## src/rtl/decode_stage.sv

```systemverilog
// Decode stage: F/D holding register, three-state issue FSM for one- and
// two-word instructions, load-use stall, flush, and an NREG x W register file
// with write-through, feeding a registered D/E pipeline register.
module decode_stage #(
  parameter int              W      = 16,
  parameter int              NREG   = 8,
  parameter int              OPW    = 6,
  parameter logic [OPW-1:0]  IMM_OP = 6'b011001,
  localparam int             RA     = $clog2(NREG),
  localparam int             SHW    = W - OPW - 2*RA
) (
  input  logic              clk,
  input  logic              rst,
  input  logic [W-1:0]      instr_in,
  input  logic              instr_valid,
  output logic              fd_ready,
  input  logic              flush,
  input  logic              wb_we,
  input  logic [RA-1:0]     wb_addr,
  input  logic [W-1:0]      wb_data,
  input  logic              ex_memread,
  input  logic [RA-1:0]     ex_dst,
  output logic              de_valid,
  output logic [OPW-1:0]    de_opcode,
  output logic [RA-1:0]     de_src,
  output logic [RA-1:0]     de_dst,
  output logic [SHW-1:0]    de_sham,
  output logic [W-1:0]      de_rsrc,
  output logic [W-1:0]      de_rdst,
  output logic [W-1:0]      de_imm
);

  typedef enum logic [1:0] {
    IDLE     = 2'd0,
    HOLD     = 2'd1,
    WAIT_IMM = 2'd2
  } state_t;

  state_t          state_r;
  state_t          state_n_s;
  logic [W-1:0]    fd_instr_r;
  // An immediate that arrives on the HOLD->WAIT_IMM edge is parked here so
  // the IMM_OP pair can issue on the following edge without losing the word.
  logic [W-1:0]    imm_r;
  logic            imm_pend_r;
  logic [W-1:0]    regs_r [NREG];

  logic [OPW-1:0]  fd_opcode_s;
  logic [RA-1:0]   fd_src_s;
  logic [RA-1:0]   fd_dst_s;
  logic [SHW-1:0]  fd_sham_s;
  logic [W-1:0]    rsrc_s;
  logic [W-1:0]    rdst_s;
  logic            stall_s;
  logic            accept_s;
  logic            fd_load_s;
  logic            imm_cap_s;
  logic            pend_clr_s;
  logic            issue_s;
  logic [W-1:0]    issue_imm_s;

  assign fd_opcode_s = fd_instr_r[W-1 -: OPW];
  assign fd_src_s    = fd_instr_r[W-OPW-1 -: RA];
  assign fd_dst_s    = fd_instr_r[W-OPW-RA-1 -: RA];
  assign fd_sham_s   = fd_instr_r[SHW-1:0];

  // Load-use hazard only matters while an instruction sits in HOLD.
  assign stall_s  = (state_r == HOLD) && ex_memread &&
                    ((ex_dst == fd_src_s) || (ex_dst == fd_dst_s));
  // Flush overrides the stall, so the front end is never blocked during it.
  assign fd_ready = flush | ~stall_s;
  assign accept_s = instr_valid & fd_ready & ~flush;

  // Operand reads bypass a same-cycle WB write to the indexed register.
  assign rsrc_s = (wb_we && (wb_addr == fd_src_s)) ? wb_data : regs_r[fd_src_s];
  assign rdst_s = (wb_we && (wb_addr == fd_dst_s)) ? wb_data : regs_r[fd_dst_s];

  // Next-state and issue control for the F/D FSM.
  always_comb begin
    state_n_s   = state_r;
    fd_load_s   = 1'b0;
    imm_cap_s   = 1'b0;
    pend_clr_s  = 1'b0;
    issue_s     = 1'b0;
    issue_imm_s = '0;
    if (flush) begin
      state_n_s = IDLE;
    end else begin
      case (state_r)
        IDLE: begin
          if (accept_s) begin
            state_n_s = HOLD;
            fd_load_s = 1'b1;
          end else begin
            state_n_s = IDLE;
          end
        end
        HOLD: begin
          if (stall_s) begin
            state_n_s = HOLD;
          end else if (fd_opcode_s == IMM_OP) begin
            state_n_s = WAIT_IMM;
            imm_cap_s = accept_s;
          end else begin
            issue_s = 1'b1;
            if (accept_s) begin
              state_n_s = HOLD;
              fd_load_s = 1'b1;
            end else begin
              state_n_s = IDLE;
            end
          end
        end
        WAIT_IMM: begin
          if (imm_pend_r) begin
            issue_s     = 1'b1;
            issue_imm_s = imm_r;
            pend_clr_s  = 1'b1;
            if (accept_s) begin
              state_n_s = HOLD;
              fd_load_s = 1'b1;
            end else begin
              state_n_s = IDLE;
            end
          end else if (accept_s) begin
            issue_s     = 1'b1;
            issue_imm_s = instr_in;
            state_n_s   = IDLE;
          end else begin
            state_n_s = WAIT_IMM;
          end
        end
        default: begin
          state_n_s = IDLE;
        end
      endcase
    end
  end

  // FSM state register.
  always_ff @(posedge clk or posedge rst) begin
    if (rst) begin
      state_r <= IDLE;
    end else begin
      state_r <= state_n_s;
    end
  end

  // F/D holding register and parked immediate.
  always_ff @(posedge clk or posedge rst) begin
    if (rst) begin
      fd_instr_r <= '0;
      imm_r      <= '0;
      imm_pend_r <= 1'b0;
    end else if (flush) begin
      fd_instr_r <= '0;
      imm_r      <= '0;
      imm_pend_r <= 1'b0;
    end else begin
      if (fd_load_s) begin
        fd_instr_r <= instr_in;
      end
      if (imm_cap_s) begin
        imm_r      <= instr_in;
        imm_pend_r <= 1'b1;
      end else if (pend_clr_s) begin
        imm_r      <= '0;
        imm_pend_r <= 1'b0;
      end
    end
  end

  // Register file write port; independent of stall and flush.
  always_ff @(posedge clk or posedge rst) begin
    if (rst) begin
      for (int i = 0; i < NREG; i++) begin
        regs_r[i] <= '0;
      end
    end else if (wb_we) begin
      regs_r[wb_addr] <= wb_data;
    end
  end

  // D/E pipeline register: loads on issue, otherwise takes a zeroed bubble.
  always_ff @(posedge clk or posedge rst) begin
    if (rst) begin
      de_valid  <= 1'b0;
      de_opcode <= '0;
      de_src    <= '0;
      de_dst    <= '0;
      de_sham   <= '0;
      de_rsrc   <= '0;
      de_rdst   <= '0;
      de_imm    <= '0;
    end else if (flush || !issue_s) begin
      de_valid  <= 1'b0;
      de_opcode <= '0;
      de_src    <= '0;
      de_dst    <= '0;
      de_sham   <= '0;
      de_rsrc   <= '0;
      de_rdst   <= '0;
      de_imm    <= '0;
    end else begin
      de_valid  <= 1'b1;
      de_opcode <= fd_opcode_s;
      de_src    <= fd_src_s;
      de_dst    <= fd_dst_s;
      de_sham   <= fd_sham_s;
      de_rsrc   <= rsrc_s;
      de_rdst   <= rdst_s;
      de_imm    <= issue_imm_s;
    end
  end

endmodule

```

## config.mk

```make
export PLATFORM = sky130hd
export DESIGN_NAME = decode_stage
export DESIGN_NICKNAME = d
export VERILOG_FILES = /design/src/rtl/decode_stage.sv
export SDC_FILE = /design/constraint.sdc
export NUM_CORES = 1
export LEC_CHECK = 0
export CORE_ASPECT_RATIO = 2
export CORE_UTILIZATION = 45
export CTS_CLUSTER_DIAMETER = 100
export DETAILED_ROUTE_END_ITERATION = 7
export MAX_ROUTING_LAYER = met4
export PLACE_DENSITY = 0.67
export SYNTH_ARGS = -nofsm -noshare
export SYNTH_HDL_FRONTEND = slang
export SYNTH_SLANG_ARGS = --single-unit
```

## constraint.sdc

```tcl
create_clock -name clk -period 20.4 [get_ports clk]
set_input_delay 3.06 -clock clk [delete_from_list [all_inputs] [get_ports clk]]
set_output_delay 3.06 -clock clk [all_outputs]
set_load 0.02 [all_outputs]
```

== After elaboration in Yosys (flattened, before gate mapping) ==
Cells that the tools add are included.
Word-level totals
  register bits after elaboration: 228
  bits in latches: 0
  memory bits (writable): 0
  bits in read-only memories: 0
  input port bits: 44
  output and inout port bits: 66
  logic and storage cells: 106
  memories kept: 0
Cells by class
  $add $sub $neg: 0
  multipliers: 0
  div/mod/pow operators: 0
  magnitude comparators: 4
  eq/ne operators: 7
  shift-type cells: 0
  mux-type cells: 56
  bitwise logic cells: 8
  reductions and logical operators: 11
Operator list (number)
  2-to-1 mux 16 bit: 19
  bitwise mux 128 bit: 1
  binary-select mux 16 bit (select 3 bit): 2
  demux 16 bit (select 3 bit): 1
  2-to-1 mux 1 bit: 21
  equality test 3 bit: 4
  greater-or-equal comparator 4 bit (second input constant): 3
  inverter 3 -> 4 bit: 3
  2-to-1 mux 2 bit: 5
  equality test 6 x 5 -> 1 bit (second input constant): 1
  2-to-1 mux 3 bit: 2
  2-to-1 mux 6 bit: 1
  case mux 2 bit (3 select lines): 1
  logical AND 1 bit: 5
  < comparator 4 x 1 -> 1 bit (second input constant): 1
  2-to-1 mux 4 bit: 1
  case mux 1 bit (3 select lines): 1
  nonzero test 3 bit: 1
  AND 1 bit: 2
  equality test 2 x 1 -> 1 bit (second input constant): 1
  equality test 2 bit (second input constant): 1
  logical NOT 2 bit: 1
  logical OR 1 bit: 2
  inverter 1 bit: 2
  4 further kinds: 4

== Depth between registers and ports, before layout ==
Gate-level depths: netlist of run 1.
  word-level depth: 14
  mapped depth: 10
  gate-level depth less buffers: 7

== Worst setup path after synthesis of run 1 ==
No wires, ideal clock.
  path kind: input to output
  start point: in flush
  end point: out fd_ready
  arrival time: 3.773 ns
  data required time: 17.340 ns
  path slack: 13.567 ns
  stages: 3
  buffers on the path: 0
  path through: and3b_1 > and4_1 > nor2_1
Between the ends
  cells in the longest elaborated chain, start to end: 1
RTL lines
  start, declared: line 17  | input logic flush,
  OR 1 bit: line 71  | assign fd_ready = flush | ~stall_s;
  end, declared: line 16  | output logic fd_ready,
Every way passes these cells.

== Worst setup path after layout of run 1 ==
Ends and elaborated chain as after synthesis.

==> results of run 1 <==
power by group through the flow:
stage / Sequential [W] / Combinational (W) / Clock (W)
floorplan: 0.000547 / 0.000174 / 0
global placement: 0.000557 / 0.000212 / 0
detailed placement: 0.000562 / 0.000217 / 0
CTS: 0.000554 / 0.000218 / 0.000408
global route: 0.000563 / 0.000232 / 0.000422
finish: 0.000554 / 0.000214 / 0.000399
final cells by class:
type | instances | area, um^2 | area share, %
clock buffers | 29 | 586 | 4.44
repair buffers | 131 | 1260 | 9.52
flip-flops and latches | 228 | 5710 | 43.3
clock inverters | 8 | 93.8 | 0.711
well taps | 332 | 415 | 3.15
inverters | 19 | 78.8 | 0.597
multi-input cells | 462 | 5060 | 38.3
placed cells by master (no fill, tap or decap), types with 3 or more instances in the layout:
cell,count
a21oi_1,16
clkinv_2,5
clkbuf_8,3
a221oi_2,17
a32oi_1,16
mux2_2,128
dfrtp_1,224
nand2b_1,19
nand4_1,5
nor3_4,3
mux2i_1,64
a221oi_1,15
inv_1,18
clkdlybuf4s50_1,109
mux4_2,64
a21boi_0,16
clkbuf_1,5
nand2_1,20
clkbuf_16,21
nand4b_1,3
nor2_1,36
xnor2_1,12
ha_1,4
buf_4,22
nor2b_1,3
dfrtp_2,4
routing by layer:
layer / vias up / GRT usage [%] / wire [um]
li1: 3072 / - / -
met1: 3663 / 24.6 / 9920
met2: 182 / 40.7 / 14700
met3: 51 / 2.58 / 939
met4: 0 / 8.79 / 846
met5: - / - / 0
through the flow:
stage | hold WS, ns | cells
4_1_cts | 0.526 | 1209
5_1_grt | 0.541 | 1209
6_report | 0.524 | 1209
2_1_floorplan | 0.491 | 789
3_3_place_gp | 0.499 | 1172
3_5_place_dp | 0.512 | 1172
how the worst min path moves through the flow:
stage	start	endpoint	slack, ns	cells after the start
6_report	regs_r[68]$_DFFE_PP0P_	regs_r[68]$_DFFE_PP0P_	0.52	1
2_1_floorplan	regs_r[64]$_DFFE_PP0P_	regs_r[64]$_DFFE_PP0P_	0.49	1
5_1_grt	imm_r[12]$_DFFE_PP0P_	imm_r[12]$_DFFE_PP0P_	0.54	2
3_5_place_dp	regs_r[55]$_DFFE_PP0P_	regs_r[55]$_DFFE_PP0P_	0.51	1
3_3_place_gp	regs_r[73]$_DFFE_PP0P_	regs_r[73]$_DFFE_PP0P_	0.50	1
4_1_cts	regs_r[55]$_DFFE_PP0P_	regs_r[55]$_DFFE_PP0P_	0.53	1
sequential cells by signal (all words and copies together) (netlist names):
register and flops:
de_dst 3, de_imm 16, de_opcode 6, de_rdst 16, de_rsrc 16, de_sham 4
de_src 3, de_valid 1, fd_instr_r 16, imm_pend_r 1, imm_r 16, regs_r 128
state_r 2
cell families after synthesis:
| group | count (synthesis) |
|---|---|
| multiplexers | 256 |
| flip-flops | 228 |
| AND/OR/NAND/NOR | 104 |
| buffers and inverters | 99 |
| AO/OA/AOI/OAI | 86 |
| XOR/XNOR | 12 |
| adder cells (fa/ha/maj) | 4 |
==> reports/metrics.csv, run 1 <==
metric,value,unit
status,completed,
"Critical Path, Cell by Cell",clkdlybuf4s50_1 > buf_4 > and3b_1 > and4_1 > nor2_1 > clkdlybuf4s50_1,
vias in the first global route,7412,
synth top area cells,"dfrtp_1 (51%), mux2_2 (13%), mux4_2 (13%), mux2i_1 (5.7%), a221oi_2 (2.3%)",
P_int,0.000865,W
grt total ovfl,0,
Yosys warning count,0,
Synth Area in Adders,0.447,%
clock power share,34.2,%
"flops & latches, synth",228,
"top cells by count, synth","dfrtp_1 (228), mux2_2 (128), mux2i_1 (64), mux4_2 (64), nor2_1 (36)",
die area,25500,um^2
crit path buf inv count,3,
Gate Count Post-Synth,789,
number of max-cap violations,0,
H-tree levels,1,
Routability Congestion,0.794,
HP Class,reg -> reg,
Die Height,225,um
CP Launch Type,input pin,
slowest CP cell,clkdlybuf4s50_1,
post-synthesis xor/xnor area fraction,0.939,%
power per cell area,88.4,nW/um^2
Worst Skew,0.0110,ns
part of the power in registers,47.5,%
cts repair resizes,0,
post-synthesis sequential area ratio,51.0,%
wire per inst,21.8,um
Post-CTS Setup Bufs,0,
CTS max path bufs,3,
clock root buffer,clkbuf_16,
antenna violations before repair,0,
Diodes inserted,0,
"Slew Viols, Final",0,
"reg-to-reg slack, setup",17.12,ns
Synth Area in Simple Gates,5.13,%
Port Buffers,109,
Post-Syn Area per Cell,14.2,um^2
power share of the combinational group,18.3,%
switching part of the total,25.9,%
placed cell area,12500,um^2
clock-pin slew on the worst setup and hold paths,0.06,ns
first-pass GRT wire length,42.3,mm
Crit Path Class,in -> out,
vias,6968,
critical path startpoint,flush,
Setup-failing EPs final,0,
CP required,17.34,ns
share of layout cells above drive strength 1,31.6,%
P_sw,0.000302,W
Post-DP HPWL,17.0,mm
Post-synth ARST share,100,%
I/O pin count,110,
pin count of the biggest net entering global routing,101,
area growth from synthesis to layout,17.9,%
cell count of the worst reg-to-reg path,7,
R2R Path Start,fd_instr_r[7]$_DFFE_PP0P_,
CORE AREA,24400,um^2
Nets,911,
Synth Area in Compound Gates,6.91,%
Die X,114,um
initial core utilization,45.8,%
"IR drop worst, VDD",0.0461,mV
Num CTS Buffers,21,
Critical Path Stages,6,
CTS tree,built,
top-count cell post-synth,dfrtp_1,
crit path capture type,output port,
Reg2Reg Capture Point,de_rsrc[15]$_DFF_PP0_,
synth unique cells,41,
syn nets,837,
critical path's largest stage delay,0.62,ns
fin crit share,39.4,%
post-route setup TNS,0,ns
Pre-antenna DRT Iters,4,
vias per cell,5.76,
Achievable Freq,124,MHz
total power,0.00117,W
largest family of logic cells by synthesized area,multiplexers,
worst setup margin,12.35,ns
cell mode on critical path,clkdlybuf4s50_1,
CP endpoint,fd_ready,
Max-slew headroom,22.9,%
multiplexer share of the synthesized area,31.5,%
Top delay family on crit path,buffers and inverters,
final wirelength,26.4,mm
"Max FO, Critical Path",24,
clock sink count,228,
Final Util,54.0,%
Synth Flop Type,dfrtp_1,
initial DRC count,388,
top-area cell type share of the netlist area,51.0,%
Final Instance Area,13200,um^2
clock latency at the later pin of the worst-skew pair,0.51,ns
critical path data arrival time,4.99,ns
number of fill cells,2013,
number of synthesized flops with an enable pin,0,
placement row count,81,
leakage,5.28,nW
cell accounting for the most synthesized area,dfrtp_1,
endpoints failing hold,0,
number of hold buffers added after cts,0,
ANT nets after route,0,
"worst slack, placed",12.34,ns
GRT Overall Usage,22.4,%
post-layout minimum cycle time,8.05,ns
post-synthesis cell area,11200,um^2
DRC,0,
RSZ-0062 raised after global routing,no,
Tightest Pin Transition,1.15,ns
No activity file was read; power rests on OpenSTA's default activity.
==> inputs of run 2 (changes only) <==
--- a/config.mk
+++ b/config.mk
@@ -10,7 +10,7 @@
 export CTS_CLUSTER_DIAMETER = 100
 export DETAILED_ROUTE_END_ITERATION = 7
 export MAX_ROUTING_LAYER = met4
-export PLACE_DENSITY = 0.67
+export PLACE_DENSITY = 0.7
 export SYNTH_ARGS = -nofsm -noshare
 export SYNTH_HDL_FRONTEND = slang
 export SYNTH_SLANG_ARGS = --single-unit
==> constraint.sdc (replaced) <==
create_clock -name clk -period 7.4 [get_ports clk]
set_input_delay 1.11 -clock clk [delete_from_list [all_inputs] [get_ports clk]]
set_output_delay 1.11 -clock clk [all_outputs]
set_load 0.02 [all_outputs]
==> run 2 against run 1 <==
Net effect:
- routed wire length fell by 1.1%
- combinational power rose to 2.7 times the previous value
- highest routed layer unchanged
- non-clock buffer count fell by 1
- sequential share of layout area rose by 0.099 points
- critical endpoint unchanged
- register-to-register slack got worse by 13 ns
- total power rose to 2.7 times the previous value
- sequential power rose to 2.8 times the previous value
==> reports/metrics.csv, run 2 (synthesis results as in run 1) <==
metric,value,unit,change
status,completed,,
GRT Overall Usage,22.1,%,-0.23 points
CTS tree,built,,
Port Buffers,109,,unchanged
cell mode on critical path,clkdlybuf4s50_1,,
grt total ovfl,0,,unchanged
endpoints failing hold,0,,unchanged
Post-DP HPWL,17.0,mm,+0.13%
"commonest non-fill, non-tap cells in the layout","dfrtp_1 (224), mux2_2 (128), clkdlybuf4s50_1 (109), mux2i_1 (64), mux4_2 (64)",,
HP Class,reg -> reg,,
Max-slew headroom,12.7,%,-10 points
wire per inst,21.6,um,-0.96%
CORE AREA,24400,um^2,unchanged
"worst slack, placed",2.97,ns,-9.38 ns
critical path's largest stage delay,0.62,ns,about the same
crit path capture type,output port,,
H-tree levels,1,,unchanged
Die Height,225,um,unchanged
clock root buffer,clkbuf_16,,
pin count of the biggest net entering global routing,127,,+26%
Setup-failing EPs final,0,,unchanged
CP Launch Type,input pin,,
share of layout cells above drive strength 1,31.6,%,about the same
Nets,909,,-0.22%
Crit Path Class,in -> out,,
"Slew Viols, Final",0,,unchanged
grt met1 use,24.3,%,-0.26 points
power per cell area,241,nW/um^2,+170%
vias per cell,5.80,,+0.61%
ANT nets after route,0,,unchanged
vias in the first global route,7465,,+0.72%
initial core utilization,45.8,%,unchanged
clock latency at the later pin of the worst-skew pair,0.51,ns,about the same
CP required,6.29,ns,-11.05 ns
Tightest Pin Transition,1.30,ns,+0.152 ns
Post-CTS Setup Bufs,0,,unchanged
post-layout minimum cycle time,4.15,ns,
"IR drop worst, VDD",0.132,mV,+190%
cts repair resizes,0,,unchanged
Pre-antenna DRT Iters,6,,+2
leakage,5.26,nW,-0.45%
Final Non-Filler Cells,1207,,-0.17%
first-pass GRT wire length,42.1,mm,-0.67%
Top delay family on crit path,buffers and inverters,,
Worst Skew,0.0106,ns,-0.000381 ns
number of hold buffers added after cts,0,,unchanged
critical path data arrival time,3.04,ns,-1.95 ns
final wirelength,26.1,mm,-1.1%
GR Util met3,2.31,%,-0.27 points
clock sink count,228,,unchanged
"commonest non-fill, non-tap cell in the layout",dfrtp_1,,
fin crit share,56.1,%,
die area,25500,um^2,unchanged
clock-pin slew on the worst setup and hold paths,0.06,ns,about the same
antenna violations before repair,1,,+1
crit path buf inv count,3,,unchanged
RSZ-0062 raised after global routing,no,,
initial DRC count,535,,+38%
placement row count,81,,unchanged
vias,6999,,+0.44%
busiest grt layer,met2,,
Num CTS Buffers,20,,-4.8%
CTS max path bufs,3,,unchanged
post-route setup TNS,0,ns,unchanged
Achievable Freq,241,MHz,
Die X,114,um,unchanged
largest register by flop count,regs_r,,
DRC,0,,unchanged
Global Route met2 Usage,40.3,%,-0.39 points
Final Util,53.9,%,-0.12 points
I/O pin count,110,,unchanged
"Critical Path, Cell by Cell",clkdlybuf4s50_1 > buf_4 > and3b_1 > and4_1 > nor2_1 > clkdlybuf4s50_1,,
worst setup margin,3.25,ns,-9.10 ns
"Max FO, Critical Path",24,,unchanged
Routability Congestion,0.793,,-0.19%
number of max-cap violations,0,,unchanged
max reg flops,128,,unchanged
area growth from synthesis to layout,17.6,%,
slowest CP cell,clkdlybuf4s50_1,,
Worst Hold Slack,0.523,ns,-0.000807 ns
dpl cells,1171,,-0.085%
-- run 2: changes by cell type in the layout (fill, tap and decap cells not counted), sizes merged --
cell,previous run,this run
buf,22,21
clkinvlp,0,2
diode,0,1
clkbuf,29,27
clkinv,5,4
bufinv,2,1
-- run 2: final cells by class --
| class | count | area [um^2] |
|---|---|---|
| Fill cell | 1967 | 11300 |
| Sequential cell | 228 | 5710 |
| Multi-Input combinational cell | 462 | 5060 |
| Timing Repair Buffer | 130 | 1250 |
| Clock buffer | 27 | 578 |
| Tap cell | 332 | 415 |
| Inverter | 19 | 78.8 |
| Clock inverter | 8 | 76.3 |
| Antenna cell | 1 | 2.50 |
-- run 2: per-stage QoR --
stage | cell area [um^2] | total power (W)
after global placement | 12500 | 0.00211
final | 13200 | 0.00317
after global routing | 13200 | 0.00331
after floorplan | 11200 | 0.00199
after detailed placement | 12500 | 0.00214
after CTS | 13200 | 0.00320
-- run 2: metal layers --
metal	part of all wire (%)	vias to the layer above
li1	-	3072
met1	37	3677
met2	56	198
met3	3.7	52
met4	3.3	0
met5	0	-
-- run 2: worst paths after layout --
kind / startpoint / to / cells after the start / slack (ns)
max: flush / fd_ready / 6 / 3.25
min: regs_r[99]$_DFFE_PP0P_ / regs_r[99]$_DFFE_PP0P_ / 1 / 0.52
max in group asynchronous: rst / regs_r[3]$_DFFE_PP0P_ / 3 / 4.81
max reg2reg: fd_instr_r[9]$_DFFE_PP0P_ / de_rsrc[9]$_DFF_PP0_ / 7 / 3.91
min reg2reg: regs_r[99]$_DFFE_PP0P_ / regs_r[99]$_DFFE_PP0P_ / 1 / 0.52
min in group asynchronous: rst / de_src[2]$_DFF_PP0_ / 2 / 1.15
-- run 2: worst reg2reg max path, stage by stage (launching register included) --
cell      delay, ns
dfrtp_2        0.34
buf_4          0.57
xnor2_1        0.19
and4_4         0.23
nor3_4         0.62
nand3_2        0.55
buf_4          0.50
a221oi_2       0.38
-- run 2: report_power, final --
part / switching, W / internal [W] / leakage [nW]
logic: 0.000239 / 0.000348 / 2.03
registers: 0.000115 / 0.00141 / 2.91
clock network: 0.000470 / 0.000588 / 0.320
==> inputs of run 3 (changes only) <==
--- a/config.mk
+++ b/config.mk
@@ -10,7 +10,7 @@
 export CTS_CLUSTER_DIAMETER = 100
 export DETAILED_ROUTE_END_ITERATION = 7
 export MAX_ROUTING_LAYER = met4
-export PLACE_DENSITY = 0.7
+export PLACE_DENSITY = 0.67
 export SYNTH_ARGS = -nofsm -noshare
 export SYNTH_HDL_FRONTEND = slang
 export SYNTH_SLANG_ARGS = --single-unit
==> constraint.sdc (replaced) <==
create_clock -name clk -period 4.1 [get_ports clk]
set_input_delay 0.615 -clock clk [delete_from_list [all_inputs] [get_ports clk]]
set_output_delay 0.615 -clock clk [all_outputs]
set_load 0.02 [all_outputs]
==> run 3 against run 2 <==
Net effect:
- routed wire length up 2.5%
- clock skew about the same
- sequential power rose by 80%
- via count shrank 1.1%
- critical endpoint unchanged
- largest power group unchanged
==> reports/metrics.csv, run 3 (synthesis results as in run 1) <==
metric,value,unit,change
Diodes inserted,0,,-1
final wirelength,26.7,mm,+2.5%
dpl cells,1187,,+1.4%
clock root buffer,clkbuf_16,,
Pre-antenna DRT Iters,6,,unchanged
CORE AREA,24400,um^2,unchanged
power per cell area,443,nW/um^2,+84%
initial core utilization,45.8,%,unchanged
"commonest non-fill, non-tap cell in the layout",dfrtp_1,,
"Max FO, Critical Path",4,,-83%
Top delay family on crit path,buffers and inverters,,
vias,6923,,-1.1%
Achievable Freq,330,MHz,
critical path data arrival time,2.41,ns,-0.63 ns
die area,25500,um^2,unchanged
Max-slew headroom,43.6,%,+31 points
Routability Congestion,0.808,,+1.9%
crit path capture type,output port,,
clock-pin slew on the worst setup and hold paths,0.07,ns,about the same
endpoints failing hold,0,,unchanged
initial DRC count,485,,-9.3%
slowest CP cell,clkdlybuf4s50_1,,
leakage,5.39,nW,+2.5%
fin crit share,73.8,%,
ANT nets after route,0,,unchanged
"Critical Path, Cell by Cell",inv_1 > ha_1 > and3b_1 > and4_1 > nor2_1 > clkdlybuf4s50_1,,
clock sink count,228,,unchanged
"reg-to-reg slack, setup",1.42,ns,-2.49 ns
clock latency at the later pin of the worst-skew pair,0.50,ns,about the same
HP Class,reg -> reg,,
Post-CTS Setup Bufs,0,,unchanged
RSZ-0062 raised after global routing,no,,
vias in the first global route,7406,,-0.79%
DRC,0,,unchanged
post-layout minimum cycle time,3.03,ns,
number of max-cap violations,0,,unchanged
Crit Path Class,reg -> out,,
post-route setup TNS,0,ns,unchanged
wire per inst,21.9,um,+1.3%
Worst Skew,0.0102,ns,-0.000436 ns
Final Non-Filler Cells,1222,,+1.2%
I/O pin count,110,,unchanged
pin count of the biggest net entering global routing,72,,-43%
Setup-failing EPs final,0,,unchanged
antenna violations before repair,0,,-1
share of layout cells above drive strength 1,33.0,%,+1.5 points
cts repair resizes,0,,unchanged
H-tree levels,1,,unchanged
worst setup margin,1.07,ns,-2.18 ns
Die X,114,um,unchanged
GRT Overall Usage,22.3,%,+0.14 points
CP required,3.48,ns,-2.81 ns
Post-DP HPWL,17.3,mm,+2.1%
first-pass GRT wire length,42.0,mm,about the same
CTS tree,built,,
placement row count,81,,unchanged
crit path buf inv count,2,,-1
max reg flops,128,,unchanged
area growth from synthesis to layout,19.7,%,
largest register by flop count,regs_r,,
Die Height,225,um,unchanged
grt total ovfl,0,,unchanged
"Slew Viols, Final",0,,unchanged
cell count of the worst reg-to-reg path,6,,-1
placed cell area,12700,um^2,+1.2%
status,completed,,
vias per cell,5.67,,-2.3%
"commonest non-fill, non-tap cells in the layout","dfrtp_1 (224), mux2_2 (128), clkdlybuf4s50_1 (109), mux2i_1 (64), mux4_2 (64)",,
CTS max path bufs,3,,unchanged
critical path's largest stage delay,0.63,ns,about the same
CP Launch Type,flop,,
Nets,926,,+1.9%
"IR drop worst, VDD",0.307,mV,+130%
"worst slack, placed",1.13,ns,-1.84 ns
Critical Path Stages,6,,unchanged
Num CTS Buffers,21,,+5.0%
Final Util,54.9,%,+0.96 points
hold path depth,2,,+1
Tightest Pin Transition,0.844,ns,-0.461 ns
number of hold buffers added after cts,0,,unchanged
Final Instance Area,13400,um^2,+1.8%
Port Buffers,109,,unchanged
-- run 3: cell count changes in the layout (fill, tap and decap cells not counted), sizes merged --
cell      delta
clkinvlp     -1
diode        -1
bufinv       +2
clkbuf       +2
inv          -1
clkinv       -2
buf         +16
-- run 3: metal layers --
metal	GRT usage [%]	share of wire [%]
met1	24.3	38
met5	-	0
met2	42.0	57
met4	7.00	2.2
met3	2.04	3.3
-- run 3: area by class of cell --
type,instances,area (um^2)
Fill cell,1989,11000
Sequential cell,228,5710
Multi-Input combinational cell,462,5030
Timing Repair Buffer,146,1430
Clock buffer,29,626
Tap cell,332,415
Clock inverter,6,111
Inverter,19,75.1
-- run 3: path summary, 6_finish.rpt --
check | from | endpoint
worst max-delay path | state_r[1]$_DFF_PP0_ | fd_ready
worst min-delay path | imm_r[8]$_DFFE_PP0P_ | imm_r[8]$_DFFE_PP0P_
worst max register to register | fd_instr_r[15]$_DFFE_PP0P_ | de_rdst[9]$_DFF_PP0_
worst min register to register | imm_r[8]$_DFFE_PP0P_ | imm_r[8]$_DFFE_PP0P_
max in group asynchronous | rst | regs_r[83]$_DFFE_PP0P_
min in group asynchronous | rst | de_sham[2]$_DFF_PP0_
-- run 3: worst min-delay path: cells and delay by family, from the launching register on --
family / cells / cell delay [ns]
and+or+nand+nor: 1 / 0.06
DFF: 1 / 0.37
muxes: 1 / 0.05
-- run 3: power breakdown --
group | leakage, nW | switching, W | internal (W)
clock | 0.367 | 0.000854 | 0.00125
combinational | 2.11 | 0.000433 | 0.000637
sequential | 2.91 | 0.000212 | 0.00255
-- run 3: stage by stage --
step / total power, W / hold slack, ns
floorplan: 0.00359 / 0.491
detailed placement: 0.00388 / 0.508
global placement: 0.00383 / 0.499
CTS: 0.00600 / 0.524
global route: 0.00617 / 0.533
finish: 0.00594 / 0.521
